**config.mk**
```make
export PLATFORM = sky130hd
export DESIGN_NAME = mem_port_arbiter
export DESIGN_NICKNAME = d
export VERILOG_FILES = /design/src/rtl/mem_port_arbiter.sv
export SDC_FILE = /design/constraint.sdc
export NUM_CORES = 1
export LEC_CHECK = 0
export BUFFER_PORTS_ARGS = -buffer_cell sky130_fd_sc_hd__buf_4
export CORE_ASPECT_RATIO = 1.4
export CORE_MARGIN = 2
export CORE_UTILIZATION = 44
export DETAILED_ROUTE_END_ITERATION = 8
export PLACE_DENSITY = 0.89
export SLEW_MARGIN = 20
export SYNTH_ARGS = -nofsm -noshare
export SYNTH_HDL_FRONTEND = slang
export SYNTH_SLANG_ARGS = --single-unit
```
**constraint.sdc**
```tcl
create_clock -name clk -period 2.15 [get_ports clk]
set_clock_uncertainty 0.15 [all_clocks]
set_input_delay 0.215 -clock clk [delete_from_list [all_inputs] [get_ports clk]]
set_output_delay 0.215 -clock clk [all_outputs]
set_load 0.005 [all_outputs]
```
**src/rtl/mem_port_arbiter.sv**
```systemverilog
// Shares one 4-lane memory port between instruction fetch and data load/store.
// Define MEM_ARB_RR_EN for round-robin arbitration; default is data-over-fetch priority.
module mem_port_arbiter #(
    parameter int unsigned MEM_LATENCY = 1
) (
    input  logic        clk,
    input  logic        rst,
    input  logic        halted,
    input  logic        if_req,
    input  logic [31:0] if_addr,
    output logic        if_gnt,
    output logic        if_rvalid,
    output logic [31:0] if_rdata,
    input  logic        dm_req,
    input  logic        dm_we,
    input  logic [31:0] dm_addr,
    input  logic [31:0] dm_wdata,
    output logic        dm_gnt,
    output logic        dm_rvalid,
    output logic [31:0] dm_rdata,
    output logic        dm_err,
    output logic [31:0] mem_addr,
    output logic [7:0]  mem_data_in [0:3],
    output logic        mem_write_en,
    input  logic [7:0]  mem_data_out [0:3],
    output logic        busy
);

    typedef enum logic [1:0] {
        IDLE,
        ACCESS,
        RESP
    } state_t;

    localparam logic [3:0] LAST_CNT = 4'(MEM_LATENCY - 1);

    state_t      state;
    logic        owner_dm;
    logic        we_q;
    logic [3:0]  cnt;
    logic        pick_dm;
    logic        grant;
    logic        misalign;
    logic [31:0] rd_word;

    always_comb begin
        rd_word  = {mem_data_out[3], mem_data_out[2], mem_data_out[1], mem_data_out[0]};
        misalign = |dm_addr[1:0];
    end

`ifdef MEM_ARB_RR_EN
    logic prefer_dm;

    // Under contention the requester not granted last wins; a lone winner still moves the pointer.
    always_comb pick_dm = dm_req && (!if_req || prefer_dm);

    always_ff @(posedge clk) begin
        if (rst) begin
            prefer_dm <= 1'b1;
        end else if (grant) begin
            prefer_dm <= !pick_dm;
        end
    end
`else
    always_comb pick_dm = dm_req;
`endif

    always_comb begin
        grant  = (state == IDLE) && !halted && !rst && (if_req || dm_req);
        dm_gnt = grant && pick_dm;
        if_gnt = grant && !pick_dm;
    end

    always_ff @(posedge clk) begin
        if (rst) begin
            state        <= IDLE;
            owner_dm     <= 1'b0;
            we_q         <= 1'b0;
            cnt          <= '0;
            busy         <= 1'b0;
            mem_addr     <= '0;
            mem_write_en <= 1'b0;
            mem_data_in  <= '{default: '0};
            if_rvalid    <= 1'b0;
            if_rdata     <= '0;
            dm_rvalid    <= 1'b0;
            dm_rdata     <= '0;
            dm_err       <= 1'b0;
        end else begin
            mem_write_en <= 1'b0;
            if_rvalid    <= 1'b0;
            if_rdata     <= '0;
            dm_rvalid    <= 1'b0;
            dm_rdata     <= '0;
            dm_err       <= 1'b0;

            unique case (state)
                IDLE: begin
                    if (grant) begin
                        owner_dm <= pick_dm;
                        cnt      <= '0;
                        busy     <= 1'b1;
                        if (pick_dm && misalign) begin
                            // Misaligned data access never touches the port; respond next cycle.
                            state     <= RESP;
                            we_q      <= dm_we;
                            dm_rvalid <= 1'b1;
                            dm_err    <= 1'b1;
                        end else if (pick_dm) begin
                            state    <= ACCESS;
                            mem_addr <= dm_addr;
                            we_q     <= dm_we;
                            if (dm_we) begin
                                mem_write_en <= 1'b1;
                                for (int unsigned i = 0; i < 4; i++) begin
                                    mem_data_in[i] <= dm_wdata[8*i +: 8];
                                end
                            end
                        end else begin
                            state    <= ACCESS;
                            mem_addr <= if_addr & ~32'h3;
                            we_q     <= 1'b0;
                        end
                    end
                end

                ACCESS: begin
                    if (we_q) begin
                        state       <= RESP;
                        mem_data_in <= '{default: '0};
                        dm_rvalid   <= 1'b1;
                    end else if (cnt == LAST_CNT) begin
                        state <= RESP;
                        if (owner_dm) begin
                            dm_rvalid <= 1'b1;
                            dm_rdata  <= rd_word;
                        end else begin
                            if_rvalid <= 1'b1;
                            if_rdata  <= rd_word;
                        end
                    end else begin
                        cnt <= cnt + 4'd1;
                    end
                end

                RESP: begin
                    state <= IDLE;
                    busy  <= 1'b0;
                end

                default: begin
                    state <= IDLE;
                    busy  <= 1'b0;
                end
            endcase
        end
    end

endmodule

```
# Yosys cells after proc, flatten, opt, wreduce, memory -nomap -nowiden
# Index checks and enable logic that the tools add are counted.
# classes
n_addsub	1
n_eq_ne	9
muxes	28
n_bitwise	7
n_reduce_logical	25
# op_table
operator	count
2-to-1 mux 32 bit	6
case mux 32 bit (2 select lines)	1
OR reduction 5 bit	3
inequality test 2 bit, second input constant	7
2-to-1 mux 4 bit	3
2-to-1 mux 1 bit	10
2-to-1 mux 2 bit	4
case mux 4 bit (2 select lines)	1
NOT 1 bit	7
logical AND 1 bit	6
AND reduction 2 bit	3
AND reduction 6 bit	1
adder 4 x 1 -> 4 bit, second input constant	1
zero test 4 bit	1
case mux 1 bit (2 select lines)	2
case mux 2 bit (2 select lines)	1
AND reduction 4 bit	1
OR reduction 2 bit	2
OR reduction 4 bit	1
zero test 1 bit	3
inequality test 3 bit, second input constant	1
AND reduction 3 bit	1
equality test 2 x 1 -> 1 bit, second input constant	1
zero test 2 bit	1
other kinds (2)	2
# word_totals
register_bits	141
inputBits	134

# Depth between registers and ports, before layout
# Gate-level depths: netlist (run 1).
# depth
ltp_word	6
ltp_mapped	7
mapped_depth_nobuf	5

# Worst setup path after synthesis (run 1)
# OpenSTA, ideal clock, no wires.
# synth_path
kind	reg2reg
startpoint	register cnt[0]
endpoint	register if_rdata[16]
setup_ps	59
arrival_time_ps	1604
required_ps	1941
setup_slack_ps	338
stages_incl_launch_ff	7
n_path_buf	1
cell_sequence	dfxtp_1 -> inv_1 -> ha_1 -> or3b_4 -> nor4b_4 -> buf_6 -> and2_1
# synth_between
elab_chain_len	3
# synth_rtl
element	line_no	rtl
start, declared	40	logic [3:0] cnt;
start signal, assigned	142	cnt <= cnt + 4'd1;
zero test 4 bit	132	end else if (cnt == LAST_CNT) begin
NOT 1 bit (no source line)	n/a	
OR reduction 5 bit (no source line)	n/a	
end signal, assigned	139	if_rdata <= rd_word;
end, declared	13	output logic [31:0] if_rdata,
# No other way between the ends.
# A chain may end at the register's enable or synchronous reset.

# Final worst setup path (run 1)
# layout_path
startpoint	register state[0]
endpoint	output port dm_gnt
# layout_between
elab_chain_len	5
# layout_rtl
element	line_no	rtl
start, declared	37	state_t state;
start signal, assigned	76	state <= IDLE;
start signal, assigned	105	state <= RESP;
start signal, assigned	110	state <= ACCESS;
zero test 2 bit	69	grant = (state == IDLE) && !halted && !rst && (if_req || dm_req);
logical AND 1 bit (3 in a row)	69	
logical AND 1 bit	70	dm_gnt = grant && pick_dm;
end, declared	18	output logic dm_gnt,
# No other way between the ends.

==> results.sh, run 1 <==
export IMPL_outcome="finished clean"
export IMPL_via_count=4748
export IMPL_ir_drop_mv=0.492
export IMPL_fin_cells=911
export IMPL_htreeDepth=4
export IMPL_gp_congestion=0.788
export IMPL_rsz0062_at_grt="false"
export IMPL_ff2ff_setup_slack_ns=0.20
export IMPL_grt_antenna_before_repair=1
export IMPL_die_h_um=128
export IMPL_dieArea_um2=11900
export IMPL_nFillCells=652
export IMPL_setup_viol_count_final=0
export IMPL_synth_largest_area_cell="dfxtp_1"
export IMPL_die_w_um=92.6
export IMPL_yosysWarnings=0
export IMPL_place_inst=811
export IMPL_whs_ns=0.0143
export IMPL_num_rows=45
export IMPL_track_usage_pct=27.2
export IMPL_busiest_layer="met2"
export IMPL_coreArea_um2=10800
export IMPL_cts_tree="built"
export IMPL_hp_class="primary input to register"
export IMPL_synth_area_leaders="dfxtp_1 58%, and2_1 8.3%, mux2i_1 6.4%"
export IMPL_routed_wl_mm=16.6
export IMPL_syn2layout_area_growth_pct=70.3
export IMPL_gr_usage_met3_pct=7.17
export IMPL_grt_max_degree=34
export IMPL_drt_wirelength_per_cell_um=18.2
export IMPL_endpoint="dm_gnt"
export IMPL_required_ns=1.78
export IMPL_initial_core_util_pct=44.8
export IMPL_synth_edf_count=0
export IMPL_met2_usage_pct=51.3
export IMPL_layout_drive_gt1_share_pct=41.5
export IMPL_cap_violations=0
export IMPL_layout_common_cells="280 x buf_4, 141 x dfxtp_1, 66 x dlygate4sd3_1"
export IMPL_syn_avg_cell_area_um2=11.4
export IMPL_drt_initial_drc_count=147
export IMPL_clock_path_buffers=2
export IMPL_overflow=0
export IMPL_slew_headroom_pct=66.0
export IMPL_tns_ns=0
export IMPL_clk_pin_slew_worst_paths_ns=0.07
export IMPL_power_density_nw_per_um2=771
export IMPL_syn_inst=426
export IMPL_ys_seq_area_share_pct=58.3
export IMPL_cts_resized=0
export IMPL_total_power_mw=6.35
export IMPL_drcViolationCount=0
export IMPL_r2r_cells=6
export IMPL_rr_endpoint="if_rdata[7]"
export IMPL_ys_flop_type="dfxtp_1"
export IMPL_met1_usage_pct=28.2
export IMPL_finalCritPeriodShare_pct=96.3
export IMPL_io_buffer_count=266
export IMPL_first_pass_iters=4
export IMPL_synthArstFlopShare_pct=0
export IMPL_syn_area_um2=4840
export IMPL_ios=269
export IMPL_clkSinkCount=141
export IMPL_synth_nets=562
export IMPL_leakage_nw=3.85
export IMPL_cts_buffers=17
export IMPL_synth_top_area_share_pct=58.3
export IMPL_dp_hpwl_mm=10.7
export IMPL_clock_fmax_mhz=483
export IMPL_tightest_slew_ns=0.511
export IMPL_insertion_delay_ns=0.40
export IMPL_synth_seq_cells=141
export IMPL_path_class="register to output port"
export IMPL_r2r_start="cnt[0]"
export IMPL_critPathMaxFanout=14
export IMPL_layout_commonest_cell="buf_4"
export IMPL_viasPerCell=5.21
export IMPL_grt_pass1_wl_mm=25.3
export IMPL_finalCriticalPeriod_ns=2.07
export IMPL_yosys_cell_types_count=41
export IMPL_finalNetCount=892
export IMPL_cp_startpoint="state[0]"
export IMPL_endpoint_kind="output port"
export IMPL_worstSetupStartpointType="register"
export IMPL_cts_root_buf="clkbuf_16"
export IMPL_hold_viol=0
export IMPL_grt_pass1_vias=4954
export IMPL_worstPathArrival_ns=1.71
export IMPL_slew_violations=0
export IMPL_drtAntennaViolNets=0
## cells in the mapped netlist, types with 2 or more instances
master	number
clkbuf_1	14
buf_2	13
and3_1	5
and4b_1	2
nand4_1	3
dfxtp_1	141
a21oi_1	3
nand3_1	4
nor3b_1	2
buf_6	3
mux2i_1	31
a22o_1	32
ha_1	2
nor2b_1	2
inv_1	5
a211oi_1	30
and2_1	64
buf_1	2
buf_4	4
nand2_1	8
nor2_1	6
o22ai_1	2
a31oi_1	30
## critical path, cell delays in order, from the launching register on
cell     delay (ns)
dfxtp_1        0.39
nor4_4         0.33
buf_4          0.25
nand2_1        0.11
inv_1          0.11
buf_4          0.11
## final cells by class
type,instances,area (um^2),share of cell area [%]
Tap cell,141,176,2.14
Inverter,5,18.8,0.228
Clock inverter,13,181,2.20
Timing Repair Buffer,347,2780,33.8
Sequential cell,141,2820,34.2
Multi-Input combinational cell,244,1820,22.1
Clock buffer,19,433,5.25
Antenna cell,1,2.50,0.0304
## cell families after synthesis
family                   count (synthesis)  synth area share (%)
flip-flops                             141                  58.3
AND/OR/NAND/NOR                        106                  14.1
AO/OA/AOI/OAI                          105                  16.3
buffers and inverters                   41                  4.29
multiplexers                            31                  6.41
adder cells (fa/ha/maj)                  2                 0.517
## layer usage
layer | wire length, um | vias to the layer above | share of wire, %
met5 | 0 | - | 0
met3 | 1280 | 37 | 7.7
met2 | 8830 | 251 | 53
met1 | 6000 | 2264 | 36
li1 | - | 2196 | -
met4 | 464 | 0 | 2.8
## repair_timing
item	4_1_cts	5_1_grt
setup buffers	1	0
hold buffers	66	0
endpoints found under the hold margin	100	0
setup endpoints to repair	1	0
## registers in the layout, indices dropped and copies added (netlist names), 2 cells and up
signal       cells
state            2
mem_addr        32
cnt              4
if_rdata        32
dm_rdata        32
mem_data_in     32
## how the worst min path moves through the flow
stage,startpoint,to,cells after the start
floorplan,mem_data_out[24],dm_rdata[0],1
global placement,mem_data_out[0],dm_rdata[24],2
detailed placement,mem_data_out[5],dm_rdata[29],2
CTS,if_addr[23],mem_addr[23],3
global route,if_addr[11],mem_addr[11],3
finish,if_addr[23],mem_addr[23],3
## metrics by stage
stage | util (%) | setup slack [ns] | cell area [um^2]
2_1_floorplan | - | 0.338 | 4840
3_3_place_gp | 64.4 | 0.307 | 6960
3_5_place_dp | 64.4 | 0.250 | 6960
4_1_cts | 76.2 | 0.0723 | 8240
5_1_grt | 76.2 | 0.00713 | 8240
6_report | 76.2 | 0.0790 | 8240
## where the power goes
group / internal [mW] / switching (mW) / leakage [nW]
Sequential: 2.66 / 0.0350 / 1.14
Clock: 1.86 / 1.17 / 0.290
Combinational: 0.377 / 0.249 / 2.42
No activity file was read; power rests on OpenSTA's default activity.
==> inputs of run 2 (changes only) <==
- CELL_PAD_IN_SITES_DETAIL_PLACEMENT: unset -> 1
- CELL_PAD_IN_SITES_GLOBAL_PLACEMENT: unset -> 1
- CORE_UTILIZATION: 44 -> 29
- PLACE_DENSITY: 0.89 -> 0.84
- clock period: 2.15 -> 1.9 ns (I/O delays scaled with it)
==> run 2 against run 1 <==
The run now ends with DRC, hold timing, setup timing left. Sequential cell count unchanged. Power increased by 15%. Global-route usage is 5.0 points lower. Worst hold slack worse by 0.015 ns. Final cell count increased by 13%. Critical path depth is 1 higher. Clock power is 10% higher. Count of clock-buffer cells in the layout down 2. Combinational power up 45%. Die area grew 50%. Sequential power increased by 13%. Critical path type unchanged.
==> results.sh, run 2 (synthesized netlist as in run 1, its figures left out) <==
export IMPL_outcome="finished with violations"
export IMPL_violations="DRC, hold timing, setup timing"
export IMPL_ios=269
export IMPL_design_area_um2=9280
export IMPL_dp_hpwl_mm=12.2
export IMPL_ir_drop_mv=0.507
export IMPL_grt_max_degree=37
export IMPL_clock_path_buffers=2
export IMPL_first_pass_iters=6
export IMPL_clock_fmax_mhz=517
export IMPL_finalCritPeriodShare_pct=102
export IMPL_setup_viol_count_final=2
export IMPL_io_buffer_count=266
export IMPL_hold_viol=1
export IMPL_clkSinkCount=141
export IMPL_gp_congestion=0.806
export IMPL_p_comb_share_pct=12.4
export IMPL_switching_share_pct=24.5
export IMPL_layout_drive_gt1_share_pct=48.1
export IMPL_drt_initial_drc_count=221
export IMPL_multiInputGateArea_um2=2040
export IMPL_routed_wl_mm=21.8
export IMPL_cts_root_buf="clkbuf_16"
export IMPL_endpoint="dm_gnt"
export IMPL_syn2layout_area_growth_pct=91.7
export IMPL_ff2ff_setup_slack_ns=0
export IMPL_track_usage_pct=22.2
export IMPL_tightest_slew_ns=0.647
export IMPL_r2r_start="state[1]"
export IMPL_drtAntennaViolNets=0
export IMPL_layout_commonest_cell="buf_4"
export IMPL_p_clk_share_pct=45.7
export IMPL_required_ns=1.56
export IMPL_gr_usage_met3_pct=4.61
export IMPL_rsz0062_at_grt="true"
export IMPL_power_switching_mw=1.79
export IMPL_rr_endpoint="mem_addr[23]"
export IMPL_viasPerCell=4.97
export IMPL_slew_violations=0
export IMPL_drcViolationCount=26
export IMPL_antenna_cells=0
export IMPL_overflow=0
export IMPL_finalCriticalPeriod_ns=1.93
export IMPL_cp_startpoint="state[1]"
export IMPL_power_density_nw_per_um2=787
export IMPL_placed_area_um2=7130
export IMPL_power_frac_seq_pct=41.8
export IMPL_r2r_cells=7
export IMPL_path_class="register to output port"
export IMPL_endpoint_kind="output port"
export IMPL_finalNetCount=954
export IMPL_critPathMaxFanout=3
export IMPL_dieArea_um2=17800
export IMPL_grt_antenna_before_repair=0
export IMPL_die_h_um=157
export IMPL_cts_buffers=17
export IMPL_leakage_nw=4.23
export IMPL_whs_ns=-0.000361
export IMPL_met1_usage_pct=23.4
export IMPL_holdPathStages=3
export IMPL_setup_slack_ns=-0.0333
export IMPL_via_count=5111
export IMPL_cell_internal_pwr_mw=5.51
export IMPL_clk_pin_slew_worst_paths_ns=0.07
export IMPL_busiest_layer="met2"
export IMPL_utilization_pct=57.1
export IMPL_cap_violations=0
export IMPL_hp_class="primary input to register"
export IMPL_met2_usage_pct=42.9
export IMPL_drt_wirelength_per_cell_um=21.2
export IMPL_coreArea_um2=16200
export IMPL_grt_pass1_wl_mm=30.7
export IMPL_cts_tree="built"
export IMPL_die_w_um=113
export IMPL_htreeDepth=4
export IMPL_grt_pass1_vias=5584
export IMPL_initial_core_util_pct=29.8
export IMPL_num_rows=55
export IMPL_insertion_delay_ns=0.40
export IMPL_layout_common_cells="288 x buf_4, 137 x dfxtp_1, 99 x dlygate4sd3_1"
export IMPL_nFillCells=1668
export IMPL_worstPathArrival_ns=1.59
export IMPL_ff_latch_area_um2=2830
export IMPL_worstSetupStartpointType="register"
export IMPL_hold_start="dm_addr[23]"
export IMPL_slew_headroom_pct=56.8
run 2: layout make-up:
class,count,area share [%]
Sequential cell,141,30.5
Clock inverter,14,1.71
Tap cell,199,2.68
Timing Repair Buffer,409,38.3
Clock buffer,17,4.59
Inverter,5,0.202
Multi-Input combinational cell,244,22.0
run 2: through the flow:
stage,power [mW],std cells,setup WS (ns),hold slack (ns),setup TNS [ns]
3_5_place_dp,3.72,876,-0.130,0.253,-2.70
6_report,7.30,1029,-0.0333,-0.000361,-0.0491
2_1_floorplan,3.33,426,0.0877,0.162,0
3_3_place_gp,3.69,875,-0.257,0.249,-8.22
4_1_cts,7.22,1016,-0.0324,0.000455,-0.0691
5_1_grt,7.53,1029,-0.0908,0.00987,-2.01
run 2: repair_timing:
action	CTS	global route
buffers inserted	8	6
hold buffers	99	0
pin swaps	3	13
gates resized for setup	14	56
setup endpoints to repair	74	95
gates cloned	2	8
endpoints found under the hold margin	116	0
run 2: worst min-delay path by stage:
stage,to
6_report,mem_addr[23]
5_1_grt,mem_addr[22]
4_1_cts,mem_addr[22]
3_5_place_dp,dm_rdata[0]
3_3_place_gp,mem_data_in[15]
2_1_floorplan,dm_rdata[0]
run 2: power groups by stage:
stage | Sequential [mW] | Combinational, mW | Clock (mW)
6_report | 3.05 | 0.909 | 3.34
3_5_place_dp | 3.12 | 0.604 | 0
4_1_cts | 3.05 | 0.802 | 3.37
2_1_floorplan | 3.11 | 0.215 | 0
3_3_place_gp | 3.11 | 0.578 | 0
5_1_grt | 3.06 | 0.968 | 3.51
run 2: critical path: stages, from the launching register on:
cell and delay [ns]:
dfxtp_4 0.35, buf_6 0.11, nor4_4 0.31, buf_4 0.20
nand2_4 0.05, inv_2 0.08, buf_6 0.09
run 2: routing by layer:
metal	wire (um)	vias up
li1	-	2327
met1	7950	2503
met2	12000	238
met3	1220	43
met4	592	0
met5	0	-
==> inputs of run 3 (changes only) <==
- BUFFER_PORTS_ARGS: -buffer_cell sky130_fd_sc_hd__buf_4 -> -buffer_cell sky130_fd_sc_hd__buf_2
- CORE_UTILIZATION: 29 -> 32
- PLACE_DENSITY: 0.84 -> 0.88
- clock period: 1.9 -> 1.8 ns (I/O delays scaled with it)
==> run 3 against run 2 <==
The flow finishes with violations (setup timing). Final cell count rose by 0.68%. Count of clock-buffer cells in the layout stayed put. Combinational power about the same. Cell area shrank 5.1%. Via count increased by 3.9%. Worst setup slack worse by 0.10 ns.
==> results.sh, run 3 (synthesized netlist as in run 1, its figures left out) <==
export IMPL_whs_ns=0.0144
export IMPL_r2r_cells=7
export IMPL_setup_viol_count_final=57
export IMPL_drt_wirelength_per_cell_um=22.8
export IMPL_drtAntennaViolNets=0
export IMPL_setup_slack_ns=-0.135
export IMPL_grt_pass1_wl_mm=30.1
export IMPL_initial_core_util_pct=32.4
export IMPL_dp_hpwl_mm=11.1
export IMPL_drcViolationCount=0
export IMPL_insertion_delay_ns=0.42
export IMPL_layout_commonest_cell="buf_2"
export IMPL_overflow=0
export IMPL_antenna_cells=0
export IMPL_met2_usage_pct=47.1
export IMPL_clk_pin_slew_worst_paths_ns=0.08
export IMPL_layout_common_cells="265 x buf_2, 138 x dfxtp_1, 112 x dlygate4sd3_1"
export IMPL_num_rows=53
export IMPL_drt_initial_drc_count=235
export IMPL_first_pass_iters=4
export IMPL_slew_headroom_pct=60.2
export IMPL_ir_drop_mv=0.504
export IMPL_path_class="register to register"
export IMPL_viasPerCell=5.13
export IMPL_grt_pass1_vias=5588
export IMPL_nFillCells=1567
export IMPL_ios=269
export IMPL_rsz0062_at_grt="true"
export IMPL_met1_usage_pct=23.9
export IMPL_ff2ff_setup_slack_ns=-0.13
export IMPL_htreeDepth=4
export IMPL_routed_wl_mm=23.6
export IMPL_syn2layout_area_growth_pct=82.0
export IMPL_leakage_nw=4.23
export IMPL_hold_viol=0
export IMPL_cts_tree="built"
export IMPL_die_h_um=150
export IMPL_violations="setup timing"
export IMPL_dieArea_um2=16100
export IMPL_rr_endpoint="if_rdata[16]"
export IMPL_hp_class="primary input to register"
export IMPL_cts_buffers=17
export IMPL_clock_path_buffers=2
export IMPL_coreArea_um2=14900
export IMPL_endpoint_kind="register"
export IMPL_io_buffer_count=266
export IMPL_layout_drive_gt1_share_pct=48.5
export IMPL_total_power_mw=7.88
export IMPL_tns_ns=-3.54
export IMPL_die_w_um=108
export IMPL_track_usage_pct=24.5
export IMPL_cp_startpoint="cnt[1]"
export IMPL_outcome="finished with violations"
export IMPL_grt_max_degree=34
export IMPL_power_density_nw_per_um2=895
export IMPL_worstPathArrival_ns=2.13
export IMPL_tightest_slew_ns=0.595
export IMPL_cap_violations=0
export IMPL_gr_usage_met3_pct=5.27
export IMPL_cts_root_buf="clkbuf_16"
export IMPL_endpoint="if_rdata[16]"
export IMPL_r2r_start="cnt[1]"
export IMPL_finalCritPeriodShare_pct=107
export IMPL_gp_congestion=0.750
export IMPL_slew_violations=0
export IMPL_finalCriticalPeriod_ns=1.93
export IMPL_busiest_layer="met2"
export IMPL_worstSetupStartpointType="register"
export IMPL_critPathMaxFanout=8
export IMPL_clock_fmax_mhz=517
export IMPL_via_count=5311
export IMPL_grt_antenna_before_repair=0
export IMPL_required_ns=1.99
export IMPL_finalNetCount=967
export IMPL_clkSinkCount=141
run 3: power by group:
| group | internal [mW] | switching (mW) | leakage (nW) |
|---|---|---|---|
| combinational | 0.491 | 0.419 | 2.79 |
| sequential | 3.18 | 0.0380 | 1.14 |
| clock | 2.13 | 1.63 | 0.299 |
run 3: worst min-delay path by stage:
stage,startpoint,to,slack (ns),depth (start not counted)
6_report,if_addr[24],mem_addr[24],0.01,3
2_1_floorplan,mem_data_out[24],dm_rdata[0],0.15,1
4_1_cts,if_addr[3],mem_addr[3],0.0007,3
3_5_place_dp,dm_wdata[7],mem_data_in[31],0.24,2
5_1_grt,if_addr[3],mem_addr[3],0.03,3
3_3_place_gp,dm_wdata[12],mem_data_in[20],0.24,2
run 3: repair_timing:
item                                    in CTS  in global routing
endpoints found under the hold margin      123                  0
endpoints found under the setup margin      31                117
resized for setup                            4                 78
hold buffers                               112                  0
cloned                                       0                 11
buffers inserted                             4                  5
pin swaps                                    2                 27
run 3: critical path, cell delays in order (launching register included):
cell	delay [ns]
dfxtp_2	0.34
inv_2	0.06
ha_4	0.12
or3b_4	0.39
nor4b_4	0.29
buf_6	0.19
buf_6	0.15
and2_1	0.16
run 3: final cells by class:
cell class / count / area [um^2] / area share [%]
clock buffers: 17 / 425 / 4.83
clock inverters: 15 / 194 / 2.20
inverters: 5 / 18.8 / 0.213
multi-input cells: 244 / 2050 / 23.3
flip-flops and latches: 141 / 2830 / 32.1
well taps: 192 / 240 / 2.73
repair buffers: 422 / 3050 / 34.6
run 3: per-stage QoR:
| stage | cell area [um^2] | instances | util, % | setup slack [ns] |
|---|---|---|---|---|
| final | 8810 | 1036 | 59.0 | -0.135 |
| after global routing | 8810 | 1036 | 59.0 | -0.164 |
| after CTS | 8250 | 1020 | 55.3 | -0.0307 |
| after detailed placement | 6470 | 872 | 43.3 | -0.0225 |
| after global placement | 6470 | 872 | 43.3 | 0.0537 |
| after floorplan | 4840 | 426 | - | 0.0296 |
run 3: metal layers:
metal  wire length [um]  vias up
met5                  0        -
met4               1320        0
met3               1460       93
met2              12700      298
met1               8070     2570
li1                   -     2350
